### src/rtl/bus_pkg.sv
// bus_pkg: shared state type, target indices and select helper for the request demux.
package bus_pkg;
  typedef enum logic [1:0] {IDLE, ISSUE, WAIT, RESP} state_e;
  localparam int NUM_TARGETS = 4;
  localparam int SEL_W = 2;
  localparam logic [SEL_W-1:0] TGT_RAM = 2'd0;
  localparam logic [SEL_W-1:0] TGT_ROM = 2'd1;
  localparam logic [SEL_W-1:0] TGT_PERIPH = 2'd2;
  localparam logic [SEL_W-1:0] TGT_SPARE = 2'd3;
  function automatic logic [NUM_TARGETS-1:0] sel_onehot(input logic [SEL_W-1:0] sel);
    return NUM_TARGETS'(1) << sel;
  endfunction
endpackage

### src/rtl/timeout_counter.sv
// timeout_counter: counts cycles spent on one transaction and flags when the budget is used up.
module timeout_counter #(
  parameter int TIMEOUT = 255
) (
  input  logic clk,
  input  logic rst_n,
  input  logic clear,
  input  logic enable,
  output logic expired
);
  localparam int W = $clog2(TIMEOUT + 1);
  logic [W-1:0] cnt_q;
  assign expired = cnt_q == W'(TIMEOUT);
  // Clear preloads 1 so the count already includes the first cycle of the transaction.
  always_ff @(posedge clk or negedge rst_n)
    if (!rst_n) cnt_q <= '0;
    else if (clear) cnt_q <= W'(1);
    else if (enable && !expired) cnt_q <= cnt_q + W'(1);
endmodule

### src/rtl/bus_demux_4.sv
// bus_demux_4: routes one request stream to four targets with a single outstanding transaction
// and an error response when the selected target stays silent too long.
module bus_demux_4
  import bus_pkg::*;
#(
  parameter int D_WIDTH = 32,
  parameter int A_WIDTH = 32,
  parameter int SEL_LSB = 28,
  parameter int TIMEOUT = 255
) (
  input  logic                           clk,
  input  logic                           rst_n,
  input  logic                           m_req_valid,
  output logic                           m_req_ready,
  input  logic [A_WIDTH-1:0]             m_addr,
  input  logic [D_WIDTH-1:0]             m_wdata,
  input  logic                           m_we,
  output logic                           m_resp_valid,
  output logic [D_WIDTH-1:0]             m_rdata,
  output logic                           m_err,
  output logic [NUM_TARGETS-1:0]         s_req_valid,
  input  logic [NUM_TARGETS-1:0]         s_req_ready,
  output logic [A_WIDTH-1:0]             s_addr,
  output logic [D_WIDTH-1:0]             s_wdata,
  output logic                           s_we,
  input  logic [NUM_TARGETS-1:0]         s_resp_valid,
  input  logic [NUM_TARGETS*D_WIDTH-1:0] s_rdata
);
  state_e                 state_q;
  logic [SEL_W-1:0]       sel_q;
  logic [A_WIDTH-1:0]     addr_q;
  logic [D_WIDTH-1:0]     wdata_q;
  logic [D_WIDTH-1:0]     rdata_q;
  logic                   we_q;
  logic                   req_ready_q;
  logic                   resp_valid_q;
  logic                   err_q;
  logic [NUM_TARGETS-1:0] req_valid_q;
  logic [SEL_W-1:0]       sel_in;
  logic [D_WIDTH-1:0]     rdata_sel;
  logic                   accept;
  logic                   hs;
  logic                   rsp;
  logic                   expired;
  assign sel_in = m_addr[SEL_LSB +: SEL_W];
  assign rdata_sel = s_rdata[int'(sel_q) * D_WIDTH +: D_WIDTH];
  assign accept = state_q == IDLE && m_req_valid;
  assign hs = s_req_ready[sel_q];
  assign rsp = s_resp_valid[sel_q];
  timeout_counter #(.TIMEOUT(TIMEOUT)) u_timer (
    .clk(clk),
    .rst_n(rst_n),
    .clear(accept),
    .enable(state_q == ISSUE || state_q == WAIT),
    .expired(expired)
  );
  // A handshake or response in the expiry cycle takes priority over the timeout.
  always_ff @(posedge clk or negedge rst_n)
    if (!rst_n) begin
      state_q <= IDLE;
      sel_q <= '0;
      addr_q <= '0;
      wdata_q <= '0;
      we_q <= 1'b0;
      rdata_q <= '0;
      err_q <= 1'b0;
      req_ready_q <= 1'b1;
      resp_valid_q <= 1'b0;
      req_valid_q <= '0;
    end else begin
      resp_valid_q <= 1'b0;
      case (state_q)
        IDLE: if (m_req_valid) begin
          sel_q <= sel_in;
          addr_q <= m_addr;
          wdata_q <= m_wdata;
          we_q <= m_we;
          req_valid_q <= sel_onehot(sel_in);
          req_ready_q <= 1'b0;
          state_q <= ISSUE;
        end
        ISSUE: if (hs) begin
          req_valid_q <= '0;
          state_q <= WAIT;
        end else if (expired) begin
          req_valid_q <= '0;
          rdata_q <= '0;
          err_q <= 1'b1;
          resp_valid_q <= 1'b1;
          state_q <= RESP;
        end
        WAIT: if (rsp || expired) begin
          rdata_q <= (rsp && !we_q) ? rdata_sel : '0;
          err_q <= !rsp;
          resp_valid_q <= 1'b1;
          state_q <= RESP;
        end
        RESP: begin
          req_ready_q <= 1'b1;
          state_q <= IDLE;
        end
        default: state_q <= IDLE;
      endcase
    end
  assign m_req_ready = req_ready_q;
  assign m_resp_valid = resp_valid_q;
  assign m_rdata = rdata_q;
  assign m_err = err_q;
  assign s_req_valid = req_valid_q;
  assign s_addr = addr_q;
  assign s_wdata = wdata_q;
  assign s_we = we_q;
endmodule

### config.mk
export PLATFORM = sky130hd
export DESIGN_NAME = bus_demux_4
export DESIGN_NICKNAME = d
export VERILOG_FILES = /design/src/rtl/bus_pkg.sv /design/src/rtl/timeout_counter.sv /design/src/rtl/bus_demux_4.sv
export SDC_FILE = /design/constraint.sdc
export NUM_CORES = 1
export LEC_CHECK = 0
export ABC_AREA = 1
export CAP_MARGIN = 20
export CORE_ASPECT_RATIO = 0.5
export CORE_MARGIN = 3
export CORE_UTILIZATION = 36
export DETAILED_ROUTE_END_ITERATION = 7
export PLACE_DENSITY = 0.76
export SLEW_MARGIN = 20
export SYNTH_ARGS = -nofsm -noshare
export SYNTH_HDL_FRONTEND = slang
export SYNTH_HIERARCHICAL = 1
export SYNTH_SLANG_ARGS = --single-unit
export TNS_END_PERCENT = 5
### constraint.sdc
create_clock -name clk -period 1.7 [get_ports clk]
set_input_delay 0.17 -clock clk [delete_from_list [all_inputs] [get_ports clk]]
set_output_delay 0.17 -clock clk [all_outputs]
set_load 0.01 [all_outputs]
Yosys cells after proc, flatten, opt, wreduce, memory -nomap -nowiden --
Cells that the tools add are included.
Word-level totals: flip-flop bits (word level) 116, input port bits 204, logic and storage cells 72
Cells by class: add/sub/neg operators 1, magnitude comparators 1, equal/unequal tests 9, shift-type cells 2, muxes and demuxes 30, reduce and logical (&&, ||, !) cells 18
Operator list (number):
- 32-bit two-way mux | 4
- 128-bit by 8-bit variable part select with 32-bit output | 1
- 32-bit one-hot mux with 2 select lines | 1
- 8-bit two-way mux | 2
- 4-bit two-way mux | 3
- 1-bit two-way mux | 9
- 8-bit by 1-bit adder with 8-bit output, second input constant | 1
- 8-bit == test, second input constant | 1
- 2-bit two-way mux | 4
- 2-bit one-hot mux with 4 select lines | 1
- 4-bit one-hot mux with 2 select lines | 1
- 2-bit nonzero test | 4
- 2-bit != test, second input constant | 3
- 1-bit one-hot mux with 2 select lines | 3
- 3-bit AND reduction | 2
- 1-bit binary-select mux with 2-bit select | 2
- 2-bit == test, second input constant | 2
- 2-bit AND reduction | 2
- 4-bit AND reduction | 1
- 1-bit by 2-bit << shifter with 4-bit output, first input constant | 1
- 1-bit logical AND | 3
- 1-bit logical NOT | 3
- 2-bit by 3-bit less-than comparator with 1-bit output, second input constant | 1
- 3-bit != test, second input constant | 1
- other kinds (4) | 5

Logic depth before layout (Yosys ltp) --
Gate-level depths: netlist (run 1).
depth after elaboration 6, gate-level depth with buffers 12, gate-level depth less buffers 11

Cells and area by module --
Netlist (run 1), hierarchy kept.
By module, submodules not included:
- bus_demux_4 | instances 1, cells an instance 743, area an instance 5395.2 um^2, sequential area each 2653.8 um^2
- timeout_counter | instances 1, cells an instance 71, area an instance 509.2 um^2, sequential area each 200.2 um^2

Least setup slack after synthesis (run 1) --
No wires, ideal clock.
kind reg2reg, start register state_q[0], end register u_timer.cnt_q[7], library setup time 0.119 ns, data arrival time 1.747 ns, required time 1.581 ns, setup slack -0.166 ns, cell stages (with the launch flop) 11, buffers on the path 1, clock period less this slack 1.866 ns, path through dfrtp_1 -> inv_1 -> ha_1 -> nand2_1 -> inv_2 -> clkbuf_1 -> inv_1 -> nand2_4 -> clkinv_4 -> nand2_1 -> nand2_1
RTL lines:
- start: declaration | RTL line bus_demux_4.sv:29 | state_e state_q;
- start signal: assignment | RTL line bus_demux_4.sv:60 | state_q <= IDLE;
- start signal: assignment | RTL line bus_demux_4.sv:80 | state_q <= ISSUE;
- start signal: assignment | RTL line bus_demux_4.sv:84 | state_q <= WAIT;
- 2-bit logical NOT (*) | RTL line bus_demux_4.sv:47 | assign accept = state_q == IDLE && m_req_valid;
- 1-bit logical AND (*) | RTL line bus_demux_4.sv:47
- net accept | RTL line bus_demux_4.sv:41 | logic accept;
- 8-bit two-way mux or 2-bit nonzero test (tied branches)
- end signal: assignment | RTL line timeout_counter.sv:18 | else if (enable && !expired) cnt_q <= cnt_q + W'(1);
- end: declaration | RTL line timeout_counter.sv:12 | logic [W-1:0] cnt_q;
Mark *: on every way through the listed nets, which the timed path passes. The rest lies on a longest branch. A chain may end at the register's enable or synchronous reset.

Worst setup path after layout (run 1) --
start register u_timer.cnt_q[0], end register err_q (netlist: m_err)
On the way: longest elaborated chain between the ends 4
RTL lines:
- 8-bit == test (*) | RTL line timeout_counter.sv:13 | assign expired = cnt_q == W'(TIMEOUT);
- net expired | RTL line bus_demux_4.sv:44 | logic expired;
- 1-bit logical OR | RTL line bus_demux_4.sv:92 | WAIT: if (rsp || expired) begin
- 2-bit by 1-bit != test with 1-bit output (no line)
- 4-bit AND reduction (no line) (*)
- end signal: assignment | RTL line bus_demux_4.sv:94 | err_q <= !rsp;
- end: declaration | RTL line bus_demux_4.sv:37 | logic err_q;
Marked as above.

==> flow_metrics.py, run 1 <==
metrics = {
    "outcome": {
        "status": "completed",
    },
    "yosys": {
        "syn_inst": 814,
        "yosysSeqAreaShare_pct": 48.3,
        "synth-seq-cells": 114,
        "syn_area_mm2": 0.00590,
        "synth_cell_type_count": 30,
        "syn-num-nets": 1024,
        "synth_top_area_share_pct": 47.9,
        "avgSynthCellArea_um2": 7.25,
        "yosys.area.top_type": "dfrtp_1",
        "synth_area_leaders": "dfrtp_1 48%, nand2_1 19%, nor2_1 9.0%",
        "synthArstFlopShare_pct": 100,
        "synth_commonest_cells": "306 x nand2_1, 142 x nor2_1, 113 x dfrtp_1",
        "synth_flop_cell": "dfrtp_1",
        "synth.most_common_cell": "nand2_1",
        "ys_warn_count": 6,
        "synth_edf_count": 0,
    },
    "route": {
        "drt_first_pass_iters": 5,
        "vias": 6596,
        "wirelength_um": 22100,
        "viasPerCell": 4.81,
        "wl_per_cell_um": 16.1,
        "drtIter0Drc": 501,
        "ant_nets": 0,
        "drc": 0,
    },
    "pwr": {
        "power.share.switching_pct": 40.9,
        "power.density_mw_per_mm2": 1770,
        "p_clk_share_pct": 19.6,
        "combPwrFrac_pct": 54.4,
        "leakage_uw": 0.00482,
        "p_total_uw": 18200,
        "p_switching_uw": 7450,
        "internal_power_uw": 10800,
        "seq_power_share_pct": 26.1,
        "peakVddDrop_v": 0.000947,
    },
    "layout": {
        "multi_input_area_mm2": 0.00288,
        "final_nets": 1346,
        "syn_to_final_growth_pct": 74.5,
        "drive_gt1_share_pct": 9.57,
        "fillers": 1334,
        "n_antenna_cell": 0,
        "seqCellArea_mm2": 0.00286,
    },
    "sta": {
        "rsz0062_at_grt": "yes",
        "setup_violations": 0,
        "finalCritPeriodShare_pct": 96.9,
        "finalHoldViolCount": 0,
        "max_freq_mhz": 607,
        "fin_skew_ps": 14.6,
        "fin_setup_tns_ps": 0,
        "slew_headroom_pct": 68.0,
        "layout_min_cycle_time_ps": 1650,
        "slew_violations": 0,
        "tightest_slew_ps": 480,
    },
    "setup_path": {
        "path_class": "flop to flop",
        "crit_start": "u_timer/cnt_q[0]",
        "critPathRequiredTime_ps": 2040,
        "endpoint_kind": "flop",
        "cp_max_fo": 7,
        "startpoint_type": "flop",
        "reg2reg_from": "u_timer/cnt_q[0]",
        "arrival_ps": 1990,
    },
    "grt": {
        "use_met2_pct": 39.5,
        "grt_max_degree": 69,
        "overflow": 0,
        "track_usage_pct": 22.6,
        "grt_pass1_wl_um": 32500,
        "grt_pass1_vias": 6349,
        "use_met3_pct": 5.91,
        "use_met1_pct": 28.0,
        "antenna_found_initial": 0,
        "grt-busiest-layer": "met2",
    },
    "placed_design": {
        "gp_congestion": 0.909,
        "port_buffers": 307,
        "place_hpwl_um": 15700,
    },
    "cts": {
        "cts_tree": "done",
        "clockBufferDepth": 2,
        "cts_inserted_buffers": 17,
        "clockRootBuffer": "clkbuf_16",
        "h-tree-depth": 4,
        "clkSinkCount": 114,
        "worst_skew_pair.late_latency_ps": 410,
        "clk_pin_slew_ps": 70,
    },
    "hold_path": {
        "hp-class": "primary input to asynchronous set/reset pin",
    },
    "floorplan": {
        "ios": 308,
        "coreArea_mm2": 0.0157,
        "die_h_um": 96.6,
        "dieArea_mm2": 0.0181,
        "start_util_pct": 37.5,
        "rows": 32,
        "die_w_um": 187,
    },
    "flow_run": {
        "drv_cap": 0,
    },
}
## logic make-up after synthesis
family,count (synthesis),share of synthesized area [%]
AO/OA/AOI/OAI,110,9.39
XOR/XNOR,1,0.148
adder cells (fa/ha/maj),6,1.27
buffers and inverters,71,5.68
flip-flops,114,48.3
AND/OR/NAND/NOR,512,35.2
## worst paths after layout
path | to | slack [ps] | cells past startpoint
worst min register to register | m_rdata[7] | 470 | 2
worst max register to register | m_err | 50 | 10
worst max-delay path | m_err | 50 | 10
max in group asynchronous | s_wdata[11] | 890 | 3
min in group clk | s_addr[2] | 290 | 3
worst min-delay path | s_addr[5] | 270 | 2
## routing by layer
layer | routed length [µm] | vias up
met5 | 0 | -
met4 | 418 | 0
met3 | 1390 | 26
met2 | 11000 | 220
met1 | 9320 | 3123
li1 | - | 3227
## power by group through the flow
stage	registers (µW)	clock network [µW]	logic, µW
after global routing	4910	3770	10800
after CTS	4740	3640	9250
after global placement	4780	0	8860
after detailed placement	4760	0	9030
after floorplan	5190	0	4120
final	4750	3560	9910
## layout by cell type, fill, tap and decap left out, drive strengths merged, types with 20 or more instances in the layout
master | netlist | routed
nor2 | 145 | 145
nand2 | 315 | 320
a21oi | 36 | 36
nand3 | 45 | 45
o21ai | 73 | 73
dfrtp | 113 | 113
clkbuf | 27 | 20
inv | 22 | 31
clkdlybuf4s50 | 0 | 304
buf | 21 | 36
## layout make-up
class	instances	share of cell area [%]
clock buffer	17	4.13
multi-input combinational	634	27.9
inverter	23	0.984
sequential	114	27.7
timing repair buffer	346	35.0
clock inverter	15	1.60
tap	221	2.68
## worst max-delay path, cell delays in order (launching register included)
cell	delay [ps]
dfrtp_1	400
ha_4	160
nand2_4	60
nor2_4	150
nand2_4	90
inv_4	80
nand3_4	130
nand2_8	180
clkbuf_16	180
nand3b_1	80
nand2_1	60
## repair_timing
item	in CTS	in global routing
resized for setup	7	25
pin swaps	2	27
endpoints found under the hold margin	27	0
setup endpoints to repair	72	83
hold buffers	1	0
cloned	1	8
setup buffers	3	7
## sequential cells by signal, summed over array words and instances (netlist names)
| register | count |
|---|---|
| u_timer/cnt_q | 8 |
| m_req_ready | 1 |
| state_q | 2 |
| s_addr | 31 |
| s_req_valid | 4 |
| s_wdata | 32 |
| m_err | 1 |
| sel_q | 1 |
| m_resp_valid | 1 |
| m_rdata | 32 |
| s_we | 1 |
## stage by stage
stage / util (%) / instance area (µm²) / worst slack (ps) / hold WS [ps] / instances
finish: 65.5 / 10300 / 52.8 / 272 / 1370
global route: 65.5 / 10300 / -42.1 / 286 / 1370
CTS: 63.5 / 10000 / -17.9 / 261 / 1355
detailed placement: 59.4 / 9340 / -66.3 / 159 / 1318
global placement: 59.4 / 9340 / 24.1 / 157 / 1318
floorplan: - / 5910 / 25.6 / -126 / 814
No activity file was read; power rests on OpenSTA's default activity.
==> run 2: changes to the inputs <==
- REMOVE_ABC_BUFFERS: not set -> 1
==> run 2 against run 1 <==
Via count down 1.8%. Register-to-register slack got worse by 30 ps. Utilization is 1.5 points lower. First-iteration DRC count fell by 24%. Clock power is 4% lower. Die area stayed put. Clock-buffer cell count rose by 1. Wire length down 7.1%. Design area fell by 2.4%. Sequential share of layout area rose by 0.68 points. Critical path depth fell by 1. Critical path type unchanged. Largest power group unchanged.
==> flow_metrics.py, run 2 (synthesized netlist as in run 1, its figures left out) <==
metrics = {
    "outcome": {
        "status": "completed",
    },
    "sta": {
        "finalCritPeriodShare_pct": 98.4,
        "slew_violations": 0,
        "setup_violations": 0,
        "finalHoldViolCount": 0,
        "tightest_slew_ps": 491,
        "fin_skew_ps": 10.5,
        "worst_hold_slack_ps": 252,
        "max_freq_mhz": 598,
        "slew_headroom_pct": 67.3,
        "rsz0062_at_grt": "yes",
        "layout_min_cycle_time_ps": 1670,
    },
    "placed_design": {
        "placed_cell_area_mm2": 0.00923,
        "port_buffers": 307,
        "place_hpwl_um": 14800,
        "gp_congestion": 0.822,
    },
    "setup_path": {
        "path_class": "flop to flop",
        "arrival_ps": 1960,
        "cp_max_fo": 17,
        "startpoint_type": "flop",
        "reg2reg_from": "state_q[0]",
        "critPathRequiredTime_ps": 1990,
        "endpoint_kind": "flop",
        "ff2ff_setup_slack_ps": 30,
        "r2r_cells": 9,
        "crit-reg2reg-capture": "m_rdata[6]",
    },
    "cts": {
        "cts_tree": "done",
        "h-tree-depth": 4,
        "clkSinkCount": 114,
        "clockBufferDepth": 2,
        "cts_inserted_buffers": 17,
        "clockRootBuffer": "clkbuf_16",
        "clk_pin_slew_ps": 60,
        "worst_skew_pair.late_latency_ps": 400,
    },
    "layout": {
        "final_nets": 1338,
        "layout_commonest_cell": "clkdlybuf4s50_1",
        "final_cell_area_mm2": 0.0101,
        "drive_gt1_share_pct": 8.68,
        "final_cell_mix": "304 x clkdlybuf4s50_1, 303 x nand2_1, 141 x nor2_1",
        "syn_to_final_growth_pct": 70.4,
        "n_antenna_cell": 0,
    },
    "floorplan": {
        "coreArea_mm2": 0.0157,
        "ios": 308,
        "rows": 32,
        "start_util_pct": 37.5,
        "dieArea_mm2": 0.0181,
        "die_w_um": 187,
        "die_h_um": 96.6,
    },
    "route": {
        "viasPerCell": 4.76,
        "ant_nets": 0,
        "wirelength_um": 20600,
        "drt_first_pass_iters": 4,
        "wl_per_cell_um": 15.1,
        "drc": 0,
        "drtIter0Drc": 380,
        "vias": 6480,
    },
    "grt": {
        "grt_pass1_vias": 6212,
        "grt-busiest-layer": "met2",
        "use_met2_pct": 38.7,
        "track_usage_pct": 21.6,
        "use_met3_pct": 4.65,
        "grt_pass1_wl_um": 31400,
        "antenna_found_initial": 0,
        "overflow": 0,
        "use_met1_pct": 26.4,
        "grt_max_degree": 69,
    },
    "hold_path": {
        "hp-class": "primary input to asynchronous set/reset pin",
    },
    "pwr": {
        "power.density_mw_per_mm2": 1740,
        "peakVddDrop_v": 0.000738,
        "leakage_uw": 0.00475,
    },
    "flow_run": {
        "drv_cap": 0,
    },
}
## run 2: power by group
group	leakage (µW)	internal [µW]	switching (µW)
clock network	0.000275	2070	1340
logic	0.00301	4470	4900
registers	0.00147	3970	775
## run 2: per-layer routing
metal	vias up	wire length, µm
li1	3195	-
met1	3057	8500
met2	201	10400
met3	27	1180
met4	0	413
met5	-	0
## run 2: final cells by class
| type | count | area [µm²] |
|---|---|---|
| fillers | 1338 | 5680 |
| flip-flops and latches | 114 | 2860 |
| inverters | 23 | 96.3 |
| well taps | 221 | 277 |
| clock inverters | 14 | 131 |
| multi-input cells | 631 | 2780 |
| repair buffers | 341 | 3480 |
| clock buffers | 18 | 439 |
## run 2: worst max path at each step
stage | to | slack [ps] | from | cells past startpoint
3_3_place_gp | m_rdata[26] | -0.01 | u_timer/cnt_q[0] | 10
4_1_cts | s_addr[29] | 8 | s_addr[29] | 2
5_1_grt | m_rdata[8] | -60 | state_q[0] | 9
3_5_place_dp | m_rdata[8] | -100 | u_timer/cnt_q[0] | 10
2_1_floorplan | u_timer/cnt_q[7] | -1460 | state_q[0] | 9
6_report | m_rdata[6] | 30 | state_q[0] | 9
## run 2: metrics by stage
stage	setup TNS (ps)	util (%)	worst slack, ps	total power (µW)	instances
final	0	63.9	26.5	17500	1362
after detailed placement	-2560	58.6	-96.0	13500	1314
after floorplan	-131610	-	-1460	8940	766
after global placement	-0.0104	58.6	-0.0104	13300	1314
after global routing	-1280	63.9	-60.6	18800	1362
after CTS	0	63.2	8.30	17400	1354
## run 2: worst max-delay path, cell delays in order (launching register included)
cell,delay (ps)
dfrtp_1,420
inv_2,110
ha_1,180
inv_1,90
or2_4,250
nand2_4,80
buf_12,140
nand2_8,110
nand2_1,100
nand2_1,60
## run 2: repair_timing
item | in CTS | in global routing
cloned | 2 | 2
setup endpoints to repair | 75 | 63
hold buffers | 1 | 0
gates resized for setup | 11 | 14
setup buffers | 5 | 6
hold endpoints to repair | 30 | 0
pin swaps | 3 | 4
==> run 3: changes to the inputs <==
- CELL_PAD_IN_SITES_DETAIL_PLACEMENT: not set -> 1
- CELL_PAD_IN_SITES_GLOBAL_PLACEMENT: not set -> 1
- CORE_UTILIZATION: 36 -> 24
- PLACE_DENSITY: 0.76 -> 0.75
==> run 3 against run 2 <==
Global-route usage down 3.8 points. Sequential power down 1%. Wire length up 19%. Clock-buffer cell count unchanged. Clock power up 5.9%. Register-to-register slack about the same. First-iteration DRC count down 31%. Design area up 1.4%. Critical path type unchanged. Largest cell class unchanged.
==> flow_metrics.py, run 3 (synthesized netlist as in run 1, its figures left out) <==
metrics = {
    "grt": {
        "grt_max_degree": 50,
        "overflow": 0,
        "track_usage_pct": 17.8,
        "antenna_found_initial": 1,
        "grt_pass1_vias": 7052,
        "grt_pass1_wl_um": 38200,
    },
    "placed_design": {
        "gp_congestion": 0.795,
        "place_hpwl_um": 18200,
        "port_buffers": 307,
    },
    "sta": {
        "setup_violations": 0,
        "layout_min_cycle_time_ps": 1660,
        "fin_skew_ps": 13.1,
        "tightest_slew_ps": 404,
        "finalHoldViolCount": 0,
        "fin_setup_tns_ps": 0,
        "max_freq_mhz": 603,
        "slew_headroom_pct": 73.0,
        "rsz0062_at_grt": "yes",
        "slew_violations": 0,
        "finalCritPeriodShare_pct": 97.6,
    },
    "cts": {
        "cts_tree": "done",
        "clockRootBuffer": "clkbuf_16",
        "cts_inserted_buffers": 17,
        "h-tree-depth": 4,
        "clockBufferDepth": 2,
        "clk_pin_slew_ps": 60,
        "worst_skew_pair.late_latency_ps": 420,
        "clkSinkCount": 114,
    },
    "outcome": {
        "status": "completed",
    },
    "route": {
        "wirelength_um": 24500,
        "drt_first_pass_iters": 4,
        "ant_nets": 0,
        "vias": 6544,
        "viasPerCell": 4.45,
        "drc": 0,
        "drtIter0Drc": 264,
        "wl_per_cell_um": 16.7,
    },
    "setup_path": {
        "worst_path_max_delay_cell": "dfrtp_1",
        "endpoint_kind": "flop",
        "cp_max_fo": 3,
        "timing.critical_path.mode_cell": "nand2_1",
        "arrival_ps": 1960,
        "startpoint_type": "flop",
        "path_class": "flop to flop",
        "reg2reg_from": "u_timer/cnt_q[1]",
        "crit_start": "u_timer/cnt_q[1]",
        "critPathRequiredTime_ps": 2000,
        "slowest_delay_ps": 370,
        "path_cells": "ha_2 -> nand2_2 -> nor2_4 -> nand2_4 -> inv_4 -> inv_1 -> nand3_2 -> buf_4 -> nand3_1 -> nand2_1 -> nand2_1",
    },
    "floorplan": {
        "dieArea_mm2": 0.0266,
        "ios": 308,
        "coreArea_mm2": 0.0235,
        "die_w_um": 228,
        "rows": 39,
        "die_h_um": 117,
        "start_util_pct": 25.2,
    },
    "pwr": {
        "leakage_uw": 0.00472,
        "p_total_uw": 17900,
        "peakVddDrop_v": 0.000702,
        "power.density_mw_per_mm2": 1760,
    },
    "layout": {
        "n_antenna_cell": 0,
        "final_cell_mix": "303 x nand2_1, 303 x clkdlybuf4s50_1, 142 x nor2_1",
        "drive_gt1_share_pct": 8.58,
        "fillers": 2830,
        "final_nets": 1339,
        "syn_to_final_growth_pct": 72.7,
    },
    "flow_run": {
        "drv_cap": 0,
    },
    "hold_path": {
        "hp-class": "primary input to asynchronous set/reset pin",
    },
}
==> run 3: path summary, 6_finish.rpt <==
check	cells past startpoint	end	slack, ps
max	11	state_q[1]	40
min	2	s_wdata[11]	210
max reg2reg	11	state_q[1]	40
min reg2reg	2	m_rdata[2]	470
max in group asynchronous	3	sel_q[0]	730
min in group clk	3	s_addr[14]	290
==> run 3: per-stage QoR <==
stage / setup slack, ps / hold slack (ps) / utilization, % / cell area (µm²) / instances
finish: 40.4 / 210 / 43.5 / 10200 / 1470
global route: -76.1 / 246 / 43.5 / 10200 / 1470
CTS: 6.72 / 210 / 43.2 / 10100 / 1467
detailed placement: -180 / 112 / 40.0 / 9400 / 1426
floorplan: -1460 / -126 / - / 5660 / 766
global placement: -21.0 / 106 / 40.0 / 9400 / 1426
==> run 3: power by group <==
group / switching [µW] / internal, µW / total (µW)
Combinational: 5190 / 4430 / 9620
Clock: 1400 / 2210 / 3610
Sequential: 727 / 3970 / 4690
==> run 3: metal layers <==
metal / global-route usage, % / wire length, µm / share of wire (%) / vias to the layer above
met3: 3.07 / 733 / 3.0 / 24
met4: 5.03 / 376 / 1.5 / 2
met5: 0 / 18 / 0.073 / -
met2: 33.7 / 13000 / 53 / 117
met1: 21.3 / 10400 / 42 / 3201
li1: - / - / - / 3200
==> run 3: timing repair <==
action	in CTS	in global routing
endpoints found under the setup margin	43	93
setup buffers	6	3
hold buffers	1	0
endpoints found under the hold margin	21	0
pin swaps	4	4
gates resized for setup	10	13
gates cloned	2	0
==> run 3: critical path: cells and delay by family (launching register included) <==
kind / cells / cell delay (ps)
and+or+nand+nor: 7 / 700
DFF: 1 / 370
adders and majority gates: 1 / 200
buffers and inverters: 3 / 280
==> run 3: area by class of cell <==
| cell class | instances | area [µm²] | area share (%) |
|---|---|---|---|
| clock buffers | 18 | 439 | 4.31 |
| clock inverters | 14 | 155 | 1.52 |
| well taps | 328 | 410 | 4.02 |
| inverters | 23 | 101 | 0.994 |
| multi-input cells | 630 | 2780 | 27.3 |
| flip-flops and latches | 114 | 2860 | 28.0 |
| repair buffers | 343 | 3460 | 33.9 |
